[src/rtl/bp_me_cache_dma_arbiter.sv]
// Shares one BedRock DMA memory channel among several L2 cache slices: round-robin
// command arbitration, write-burst locking, and in-order response steering by tag FIFO.
module bp_me_cache_dma_arbiter #(
  parameter int num_slices_p      = 4,
  parameter int paddr_width_p     = 40,
  parameter int header_width_p    = 64,
  parameter int data_width_p      = 64,
  parameter int block_width_p     = 512,
  parameter int max_outstanding_p = 4,
  parameter int msg_type_lsb_p    = 0,
  parameter int msg_type_width_p  = 4
) (
  input  logic                                       clk_i,
  input  logic                                       reset_n_i,

  input  logic [num_slices_p*header_width_p-1:0]     slice_cmd_header_i,
  input  logic [num_slices_p-1:0]                    slice_cmd_header_v_i,
  output logic [num_slices_p-1:0]                    slice_cmd_header_yumi_o,
  input  logic [num_slices_p*data_width_p-1:0]       slice_cmd_data_i,
  input  logic [num_slices_p-1:0]                    slice_cmd_data_v_i,
  output logic [num_slices_p-1:0]                    slice_cmd_data_yumi_o,

  output logic [header_width_p-1:0]                  slice_resp_header_o,
  output logic [num_slices_p-1:0]                    slice_resp_header_v_o,
  input  logic [num_slices_p-1:0]                    slice_resp_header_ready_i,
  output logic [data_width_p-1:0]                    slice_resp_data_o,
  output logic [num_slices_p-1:0]                    slice_resp_data_v_o,
  input  logic [num_slices_p-1:0]                    slice_resp_data_ready_i,

  output logic [header_width_p-1:0]                  mem_cmd_header_o,
  output logic                                       mem_cmd_header_v_o,
  input  logic                                       mem_cmd_header_yumi_i,
  output logic [data_width_p-1:0]                    mem_cmd_data_o,
  output logic                                       mem_cmd_data_v_o,
  input  logic                                       mem_cmd_data_yumi_i,

  input  logic [header_width_p-1:0]                  mem_resp_header_i,
  input  logic                                       mem_resp_header_v_i,
  output logic                                       mem_resp_header_ready_o,
  input  logic [data_width_p-1:0]                    mem_resp_data_i,
  input  logic                                       mem_resp_data_v_i,
  output logic                                       mem_resp_data_ready_o,

  output logic                                       debug_cmd_state_o,
  output logic                                       debug_resp_state_o,
  output logic [$clog2(num_slices_p)-1:0]            debug_rr_ptr_o,
  output logic [$clog2(max_outstanding_p+1)-1:0]     debug_fifo_count_o
);

  // Handshakes: a transfer happens in any cycle where valid and ready (or valid and
  // yumi) are both high; valid never depends on ready, yumi is only raised with valid.

  localparam int sw    = $clog2(num_slices_p);
  localparam int beats = block_width_p / data_width_p;
  localparam int bw    = (beats > 1) ? $clog2(beats) : 1;
  localparam int pw    = (max_outstanding_p > 1) ? $clog2(max_outstanding_p) : 1;
  localparam int cw    = $clog2(max_outstanding_p + 1);
  localparam logic [bw-1:0] last_beat = bw'(beats - 1);
  localparam logic [msg_type_width_p-1:0] mem_wr_type = msg_type_width_p'(1);

  if (num_slices_p < 2 || paddr_width_p < 1
      || header_width_p < msg_type_lsb_p + msg_type_width_p) begin : g_bad_params
    $error("bp_me_cache_dma_arbiter: illegal parameter combination");
  end

  typedef enum logic {e_ready, e_wr_data} cmd_state_e;
  typedef enum logic {e_resp_header, e_resp_data} resp_state_e;

  cmd_state_e  cmd_state_r, cmd_state_n;
  resp_state_e resp_state_r, resp_state_n;

  logic [sw-1:0] rr_ptr_r, wr_owner_r, winner;
  logic [bw-1:0] cmd_beat_r, resp_beat_r;
  logic          req_found, is_read;
  logic [header_width_p-1:0] win_header;
  logic [data_width_p-1:0]   owner_data;
  logic          owner_data_v;
  logic          cmd_header_v, cmd_data_v, data_hs, push, pop;

  logic [sw:0]   tag_mem [max_outstanding_p];
  logic [pw-1:0] wptr_r, rptr_r;
  logic [cw-1:0] count_r;
  logic          fifo_full, fifo_empty;
  logic [sw:0]   head_tag;
  logic [sw-1:0] head_slice;
  logic          head_is_read, resp_live;
  logic          resp_header_ready, resp_data_ready;
  logic [num_slices_p-1:0] header_yumi, data_yumi, resp_header_v, resp_data_v;

  assign fifo_full  = (count_r == cw'(max_outstanding_p));
  assign fifo_empty = (count_r == '0);

  // First requester at or after rr_ptr, scanning with wraparound.
  always_comb begin : arb_sel
    int c;
    req_found = 1'b0;
    winner    = '0;
    c         = 0;
    for (int i = 0; i < num_slices_p; i++) begin
      c = int'(rr_ptr_r) + i;
      if (c >= num_slices_p) c = c - num_slices_p;
      if (!req_found && slice_cmd_header_v_i[sw'(c)]) begin
        req_found = 1'b1;
        winner    = sw'(c);
      end
    end
  end

  always_comb begin
    win_header   = '0;
    owner_data   = '0;
    owner_data_v = 1'b0;
    for (int i = 0; i < num_slices_p; i++) begin
      if (winner == sw'(i))
        win_header = slice_cmd_header_i[i*header_width_p +: header_width_p];
      if (wr_owner_r == sw'(i)) begin
        owner_data   = slice_cmd_data_i[i*data_width_p +: data_width_p];
        owner_data_v = slice_cmd_data_v_i[i];
      end
    end
  end

  assign is_read = (win_header[msg_type_lsb_p +: msg_type_width_p] != mem_wr_type);

  always_comb begin
    cmd_state_n  = cmd_state_r;
    cmd_header_v = 1'b0;
    cmd_data_v   = 1'b0;
    data_hs      = 1'b0;
    push         = 1'b0;
    header_yumi  = '0;
    data_yumi    = '0;
    case (cmd_state_r)
      e_ready: begin
        cmd_header_v = reset_n_i & req_found & ~fifo_full;
        if (cmd_header_v && mem_cmd_header_yumi_i) begin
          push                = 1'b1;
          header_yumi[winner] = 1'b1;
          if (!is_read) cmd_state_n = e_wr_data;
        end
      end
      e_wr_data: begin
        cmd_data_v = reset_n_i & owner_data_v;
        if (cmd_data_v && mem_cmd_data_yumi_i) begin
          data_hs               = 1'b1;
          data_yumi[wr_owner_r] = 1'b1;
          if (cmd_beat_r == last_beat) cmd_state_n = e_ready;
        end
      end
      default: cmd_state_n = e_ready;
    endcase
  end

  always_ff @(posedge clk_i or negedge reset_n_i) begin
    if (!reset_n_i) begin
      cmd_state_r <= e_ready;
      rr_ptr_r    <= '0;
      wr_owner_r  <= '0;
      cmd_beat_r  <= '0;
    end else begin
      cmd_state_r <= cmd_state_n;
      if (push) begin
        rr_ptr_r <= (winner == sw'(num_slices_p - 1)) ? '0 : winner + 1'b1;
        if (!is_read) begin
          wr_owner_r <= winner;
          cmd_beat_r <= '0;
        end
      end else if (data_hs) begin
        cmd_beat_r <= (cmd_beat_r == last_beat) ? '0 : cmd_beat_r + 1'b1;
      end
    end
  end

  // Tag FIFO head decides which slice owns the current in-order memory response.
  assign head_tag     = tag_mem[rptr_r];
  assign head_slice   = head_tag[sw:1];
  assign head_is_read = head_tag[0];
  assign resp_live    = reset_n_i & ~fifo_empty;

  always_comb begin
    resp_state_n      = resp_state_r;
    resp_header_v     = '0;
    resp_data_v       = '0;
    resp_header_ready = 1'b0;
    resp_data_ready   = 1'b0;
    pop               = 1'b0;
    case (resp_state_r)
      e_resp_header: if (resp_live) begin
        resp_header_v[head_slice] = mem_resp_header_v_i;
        resp_header_ready         = slice_resp_header_ready_i[head_slice];
        if (resp_header_ready && mem_resp_header_v_i) begin
          if (head_is_read) resp_state_n = e_resp_data;
          else              pop          = 1'b1;
        end
      end
      e_resp_data: if (resp_live) begin
        resp_data_v[head_slice] = mem_resp_data_v_i;
        resp_data_ready         = slice_resp_data_ready_i[head_slice];
        if (resp_data_ready && mem_resp_data_v_i && resp_beat_r == last_beat) begin
          pop          = 1'b1;
          resp_state_n = e_resp_header;
        end
      end
      default: resp_state_n = e_resp_header;
    endcase
  end

  always_ff @(posedge clk_i or negedge reset_n_i) begin
    if (!reset_n_i) begin
      resp_state_r <= e_resp_header;
      resp_beat_r  <= '0;
    end else begin
      resp_state_r <= resp_state_n;
      if (resp_state_r == e_resp_header)
        resp_beat_r <= '0;
      else if (resp_data_ready && mem_resp_data_v_i)
        resp_beat_r <= (resp_beat_r == last_beat) ? '0 : resp_beat_r + 1'b1;
    end
  end

  always_ff @(posedge clk_i or negedge reset_n_i) begin
    if (!reset_n_i) begin
      wptr_r  <= '0;
      rptr_r  <= '0;
      count_r <= '0;
    end else begin
      if (push) wptr_r <= (wptr_r == pw'(max_outstanding_p - 1)) ? '0 : wptr_r + 1'b1;
      if (pop)  rptr_r <= (rptr_r == pw'(max_outstanding_p - 1)) ? '0 : rptr_r + 1'b1;
      case ({push, pop})
        2'b10:   count_r <= count_r + 1'b1;
        2'b01:   count_r <= count_r - 1'b1;
        default: count_r <= count_r;
      endcase
    end
  end

  always_ff @(posedge clk_i) begin
    if (push) tag_mem[wptr_r] <= {winner, is_read};
  end

  assign mem_cmd_header_o        = win_header;
  assign mem_cmd_header_v_o      = cmd_header_v;
  assign mem_cmd_data_o          = owner_data;
  assign mem_cmd_data_v_o        = cmd_data_v;
  assign slice_cmd_header_yumi_o = header_yumi;
  assign slice_cmd_data_yumi_o   = data_yumi;

  assign slice_resp_header_o     = mem_resp_header_i;
  assign slice_resp_header_v_o   = resp_header_v;
  assign slice_resp_data_o       = mem_resp_data_i;
  assign slice_resp_data_v_o     = resp_data_v;
  assign mem_resp_header_ready_o = resp_header_ready;
  assign mem_resp_data_ready_o   = resp_data_ready;

  assign debug_cmd_state_o  = cmd_state_r;
  assign debug_resp_state_o = resp_state_r;
  assign debug_rr_ptr_o     = rr_ptr_r;
  assign debug_fifo_count_o = count_r;

endmodule

[config.mk]
export PLATFORM = sky130hd
export DESIGN_NAME = bp_me_cache_dma_arbiter
export DESIGN_NICKNAME = d
export VERILOG_FILES = /design/src/rtl/bp_me_cache_dma_arbiter.sv
export SDC_FILE = /design/constraint.sdc
export NUM_CORES = 1
export LEC_CHECK = 0
export CAP_MARGIN = 20
export CORE_AREA = 2 2 364 366
export CTS_CLUSTER_DIAMETER = 50
export DETAILED_ROUTE_END_ITERATION = 16
export DIE_AREA = 0 0 366 368
export HOLD_SLACK_MARGIN = 0.15
export PLACE_DENSITY = 0.34
export SETUP_SLACK_MARGIN = 0.4
export SLEW_MARGIN = 20
export SYNTH_ARGS = -nofsm -noshare
export SYNTH_HDL_FRONTEND = slang
export SYNTH_SLANG_ARGS = --single-unit
[constraint.sdc]
create_clock -name clk_i -period 4.4 [get_ports clk_i]
set_clock_uncertainty 0.1 [all_clocks]
set_input_delay 0.66 -clock clk_i [delete_from_list [all_inputs] [get_ports clk_i]]
set_output_delay 0.66 -clock clk_i [all_outputs]
set_load 0.02 [all_outputs]
# Yosys cells after proc, flatten, opt, wreduce, memory -nomap -nowiden
# Memories as Yosys holds them, arrays and structs flattened.
# Index checks and enable logic that the tools add are counted.
# W data, S select, Z words.
[totals]
register_bits = 19
mem_bits_rw = 12
in_bits = 662
out_inout_bits = 283
n_memories = 1
[mem_list]
columns = ["name", "words", "word_bits", "read_ports", "rd_clocked_by_memory_dff", "write_ports", "line_no", "source"]
rows = [
  ["tag_mem", 4, 3, 1, 0, 1, "80", "logic [sw:0] tag_mem [max_outstanding_p];"],
]
[classes]
n_addsub = 14
n_lt_le_gt_ge = 14
eq_ne = 16
muxes = 94
bitwise_logic = 11
n_reduce_logical = 22
[op_table]
columns = ["cell", "count"]
rows = [
  ["$mux W64", 8],
  ["$mux W1", 47],
  ["$mux W4", 8],
  ["$mux W2", 11],
  ["$mux W3", 7],
  ["$lt A2 B4 Y1 const B", 4],
  ["$eq A2 B2 Y1 const B", 7],
  ["$bmux W1 S2", 6],
  ["$logic_and A1 B1 Y1", 12],
  ["$add A3 B1 Y3 const B", 3],
  ["$eq A3 B3 Y1 const B", 3],
  ["$ge A3 B3 Y1 const B", 3],
  ["$lt A2 B3 Y1 const B", 3],
  ["$and A4 B4 Y4", 2],
  ["$sub A2 B1 Y2 const B", 4],
  ["$add A2 B1 Y2 const B", 3],
  ["$add A2 B2 Y3 const B", 2],
  ["$demux W1 S2", 3],
  ["$eq A2 B1 Y1 const B", 3],
  ["$ge A2 B1 Y1 const B", 3],
  ["$pmux W1 S2", 3],
  ["$pmux W3 S2", 1],
  ["$not A1 Y1", 5],
  ["$and A1 B1 Y1", 4],
  ["11 further kinds", 16],
]

# Logic depth before layout (Yosys ltp)
[logic_depth]
depth_word = 24
mapped_depth = 14

# Least setup slack after synthesis
# No wires, ideal clock.
[synth_timing]
path_kind = "in2out"
start = "input port slice_cmd_header_v_i[0]"
end = "output port mem_cmd_header_o[57]"
arrival_time_ns = 3.197
setup_slack_ns = 0.443
cell_stages = 10
cell_sequence = "nor3b_1 > a211oi_1 > ha_1 > clkbuf_1 > clkbuf_1 > clkbuf_1 > a22oi_1 > nor2_1 > a21oi_1 > o21ai_0"
[synth_between]
elab_chain_len = 18
[synth_rtl]
columns = ["item", "line_no", "source"]
rows = [
  ["from (decl)", "17", "input logic [num_slices_p-1:0] slice_cmd_header_v_i,"],
  ["$bmux W1 S2", "102", "if (!req_found && slice_cmd_header_v_i[sw'(c)]) begin"],
  ["$mux W1 (not written as such) (2 in series)", "102", ""],
  ["$mux W1", "102", ""],
  ["$logic_not A1 Y1", "102", ""],
  ["$logic_and A1 B1 Y1", "102", ""],
  ["$mux W1", "102", ""],
  ["$logic_not A1 Y1", "102", ""],
  ["$logic_and A1 B1 Y1", "102", ""],
  ["$mux W1", "102", ""],
  ["$logic_not A1 Y1", "102", ""],
  ["$logic_and A1 B1 Y1", "102", ""],
  ["$mux W2 *", "102", ""],
  ["named net winner[0]", "72", "logic [sw-1:0] rr_ptr_r, wr_owner_r, winner;"],
  ["$logic_not A2 Y1", "114", "if (winner == sw'(i))"],
  ["$mux W64 (3 in series)", "114", ""],
  ["$mux W64 *", "114", ""],
  ["to (decl)", "30", "output logic [header_width_p-1:0] mem_cmd_header_o,"],
]
# Mark *: on every way through the listed nets, which the timed path passes. The rest lies on a longest branch. The select of a mux whose other input is x is not followed.

# Worst setup path in the final report
[layout_timing]
start = "input port slice_cmd_header_v_i[0]"
end = "output port mem_cmd_header_o[8]"
# Same word-level chain as after synthesis.

==> metrics.md <==
| Metric | Value |
|---|---|
| Vias | `8847` |
| Port Buffers | `688` |
| Routed len/inst | `24.32 um` |
| Commonest non-fill, non-tap cell in the layout | `clkdlybuf4s50_1` |
| Num rows | `133` |
| CP required | `3640 ps` |
| Mapped Avg Cell Area | `8.187 sq um` |
| Clock power frac | `0.048` |
| Via/cell ratio | `2.844` |
| Leakage power total | `5.098 nW` |
| Final Critical Period | `3905 ps` |
| Largest net degree at the start of global routing | `70` |
| Die Width | `366 um` |
| Pwr/cell area | `465.6 nW/um^2` |
| Internal power | `3.559 mW` |
| Pins Over Slew Limit | `0` |
| Total grt overflow | `0` |
| CP Class | `input pin to output pin` |
| DR DRC count | `0` |
| Sequential area share after synthesis | `0.1324` |
| Cells after Synth | `771` |
| Vias in the first global route | `9178` |
| Achievable Freq | `0.2561 GHz` |
| Fin worst setup slack | `494.9 ps` |
| CP endpoint kind | `output pin` |
| Non-Filler Instances | `3111` |
| Layout area overhead | `141.5%` |
| GRT Resource Usage Total | `0.1075` |
| Clk buf depth | `2` |
| Initial Util | `0.04826` |
| Hold WS | `431.8 ps` |
| Ratio of cells with drive above 1 in the final layout | `0.1600` |
| # setup viols final | `0` |
| Clk sink count | `31` |
| Cell Area, Synth | `6312 sq um` |
| Yosys cell types | `51` |
| Final ANT Viol Nets | `0` |
| Initial DRC Count | `477` |
| Worst Hold Class | `flip-flop to flip-flop` |
| Highest-count cells in the layout ignoring fill and taps | `clkdlybuf4s50_1, nand2_1, a21oi_1, mux4_2, buf_4` |
| CP Max Fanout | `16` |
| Fin Setup TNS | `0 ps` |
| Yosys warns | `0` |
| Synthesis-stage register bit count | `31` |
| Seq pwr share | `0.076` |
| Max_slew headroom | `0.5827` |
| DP HPWL | `68760 um` |
| Root buf cell | `clkbuf_16` |
| Psw | `3.539 mW` |
| Worst-Skew Late Latency | `280 ps` |
| Final-stage net count | `2026` |
| Initial antenna violation count | `64` |
| Logic gate share of total power | `0.876` |
| Worst Max-Slew Pin Slew | `625.9 ps` |
| Crit share post-route | `0.8875` |
| Post-synth EDFFs | `12` |
| Post-Route WL | `75670 um` |
| RSZ-0062 raised after global routing | `true` |
| Clk slew on worst S/H paths | `60 ps` |
| CTS buffer count | `5` |
| CTS tree | `yes` |
| Pre-antenna DRT Iters | `5` |
| Final hold violations | `0` |
| DIE AREA | `134700 sq um` |
| Arrival time worst endpoint | `3150 ps` |
| Global-route wire length before repair | `96460 um` |
| Core Area | `130800 sq um` |
| Die Ht | `368 um` |
| H-tree levels | `2` |
| Worst Setup Start Kind | `input pin` |
| Peak VDD IR | `0.0002248 V` |
| Pre-CTS setup slack | `-258.3 ps` |
| Status | `completed` |
| Max_cap viols | `0` |
| Net Count, Synth | `1448` |
| Placed Cells | `3087` |
| Global placer's final weighted congestion | `0.8840` |
| Total power | `7.098 mW` |
| Asr flop ratio synth | `0.6129` |
| Top Ports | `945` |
| Layout fillers | `15197` |
| Most used DFF post-synth | `dfrtp_1` |
| Sw frac | `0.4985` |
[state kept, by name, indices dropped and copies added (netlist names)]
name                flops
cmd_beat_r              3
debug_cmd_state_o       1
debug_fifo_count_o      3
debug_resp_state_o      1
debug_rr_ptr_o          2
resp_beat_r             3
rptr_r                  2
tag_mem                12
wptr_r                  2
wr_owner_r              2
[power by group through the flow]
stage | Clock [mW] | Combinational [mW] | Sequential (mW)
finish | 0.341 | 6.22 | 0.538
global route | 0.366 | 6.73 | 0.558
CTS | 0.356 | 6.40 | 0.548
detailed placement | 0 | 6.36 | 0.551
global placement | 0 | 6.39 | 0.554
floorplan | 0 | 3.11 | 0.510
[kinds of logic (layout without fill, tap and decap cells)]
logic type,count (synthesis),after routing,synth area share
AO/OA/AOI/OAI,206,206,0.1873
XOR/XNOR,3,3,0.004163
adder cells (fa/ha/maj),15,15,0.03092
buffers and inverters,207,786,0.2018
flip-flops,31,31,0.1324
multiplexers,83,83,0.2704
other,0,6,0
AND/OR/NAND/NOR,226,226,0.1730
[cell usage after synthesis (all sizes together), types with 3 or more instances]
library cell / instances / area share
mux2i: 10 / 0.016
a21oi: 96 / 0.076
nor3b: 5 / 0.0059
nand2b: 4 / 0.0040
o21ai: 65 / 0.052
nand3b: 35 / 0.042
nor2: 40 / 0.024
buf: 145 / 0.16
inv: 15 / 0.0089
dfrtp: 19 / 0.075
nand2: 113 / 0.067
edfxtp: 12 / 0.057
o22ai: 3 / 0.0030
and2: 4 / 0.0040
mux2: 5 / 0.011
or3: 3 / 0.0030
nor3: 3 / 0.0024
a22oi: 28 / 0.033
clkbuf: 47 / 0.028
mux4: 68 / 0.24
ha: 14 / 0.028
and3: 10 / 0.0099
[metal layers]
| metal | vias up | GRT usage | routed length (um) |
|---|---|---|---|
| li1 | 3841 | - | - |
| met3 | 143 | 0.04947 | 8013 |
| met5 | - | 0.0003561 | 139 |
| met1 | 4155 | 0.1167 | 28300 |
| met2 | 686 | 0.1953 | 37850 |
| met4 | 22 | 0.01179 | 1366 |
[repair_timing]
action / 4_1_cts / 5_1_grt
buffers inserted: 5 / 3
gates resized for setup: 124 / 21
endpoints found under the setup margin: 66 / 27
cloned: 2 / 0
pin swaps: 2 / 5
hold buffers: 0 / 0
[critical path: stages]
cell and delay, ps:
clkdlybuf4s15_2 230, a21oi_2 120, o21ai_0 100, a21oi_2 190
inv_2 80, ha_4 210, buf_12 140, buf_16 130
buf_4 150, buf_12 140, buf_12 150, nand3b_1 160
a21oi_2 130, a21oi_1 50, o21ai_1 190, buf_4 160
buf_12 120
[final cells by class]
cell class	instances	area [sq um]	share of cell area
repair buffers	763	7671	0.5032
multi-input cells	533	4320	0.2834
well taps	1755	2196	0.1440
flip-flops and latches	31	845.8	0.05548
clock buffers	5	125.1	0.008207
inverters	15	56.30	0.003693
clock inverters	3	15.01	0.0009849
diodes	6	15.01	0.0009849
[path summary, 6_finish.rpt]
path                       cells after the start  slack, ps                    start                     to
max                                           17        490  slice_cmd_header_v_i[0]    mem_cmd_header_o[8]
min                                            1        430    debug_fifo_count_o[0]  debug_fifo_count_o[0]
max reg2reg                                   16       1030        debug_rr_ptr_o[1]          wr_owner_r[0]
min reg2reg                                    1        430    debug_fifo_count_o[0]  debug_fifo_count_o[0]
max in group asynchronous                      2       3280                reset_n_i      debug_rr_ptr_o[1]
min in group asynchronous                      2        650                reset_n_i          cmd_beat_r[0]
[through the flow]
stage	utilization	instance area [sq um]
after global routing	0.1165	15240
after CTS	0.1161	15180
after floorplan	-	6312
final	0.1166	15240
after global placement	0.1139	14900
after detailed placement	0.1139	14900
Note: power is estimated with default switching activity, not from simulation.
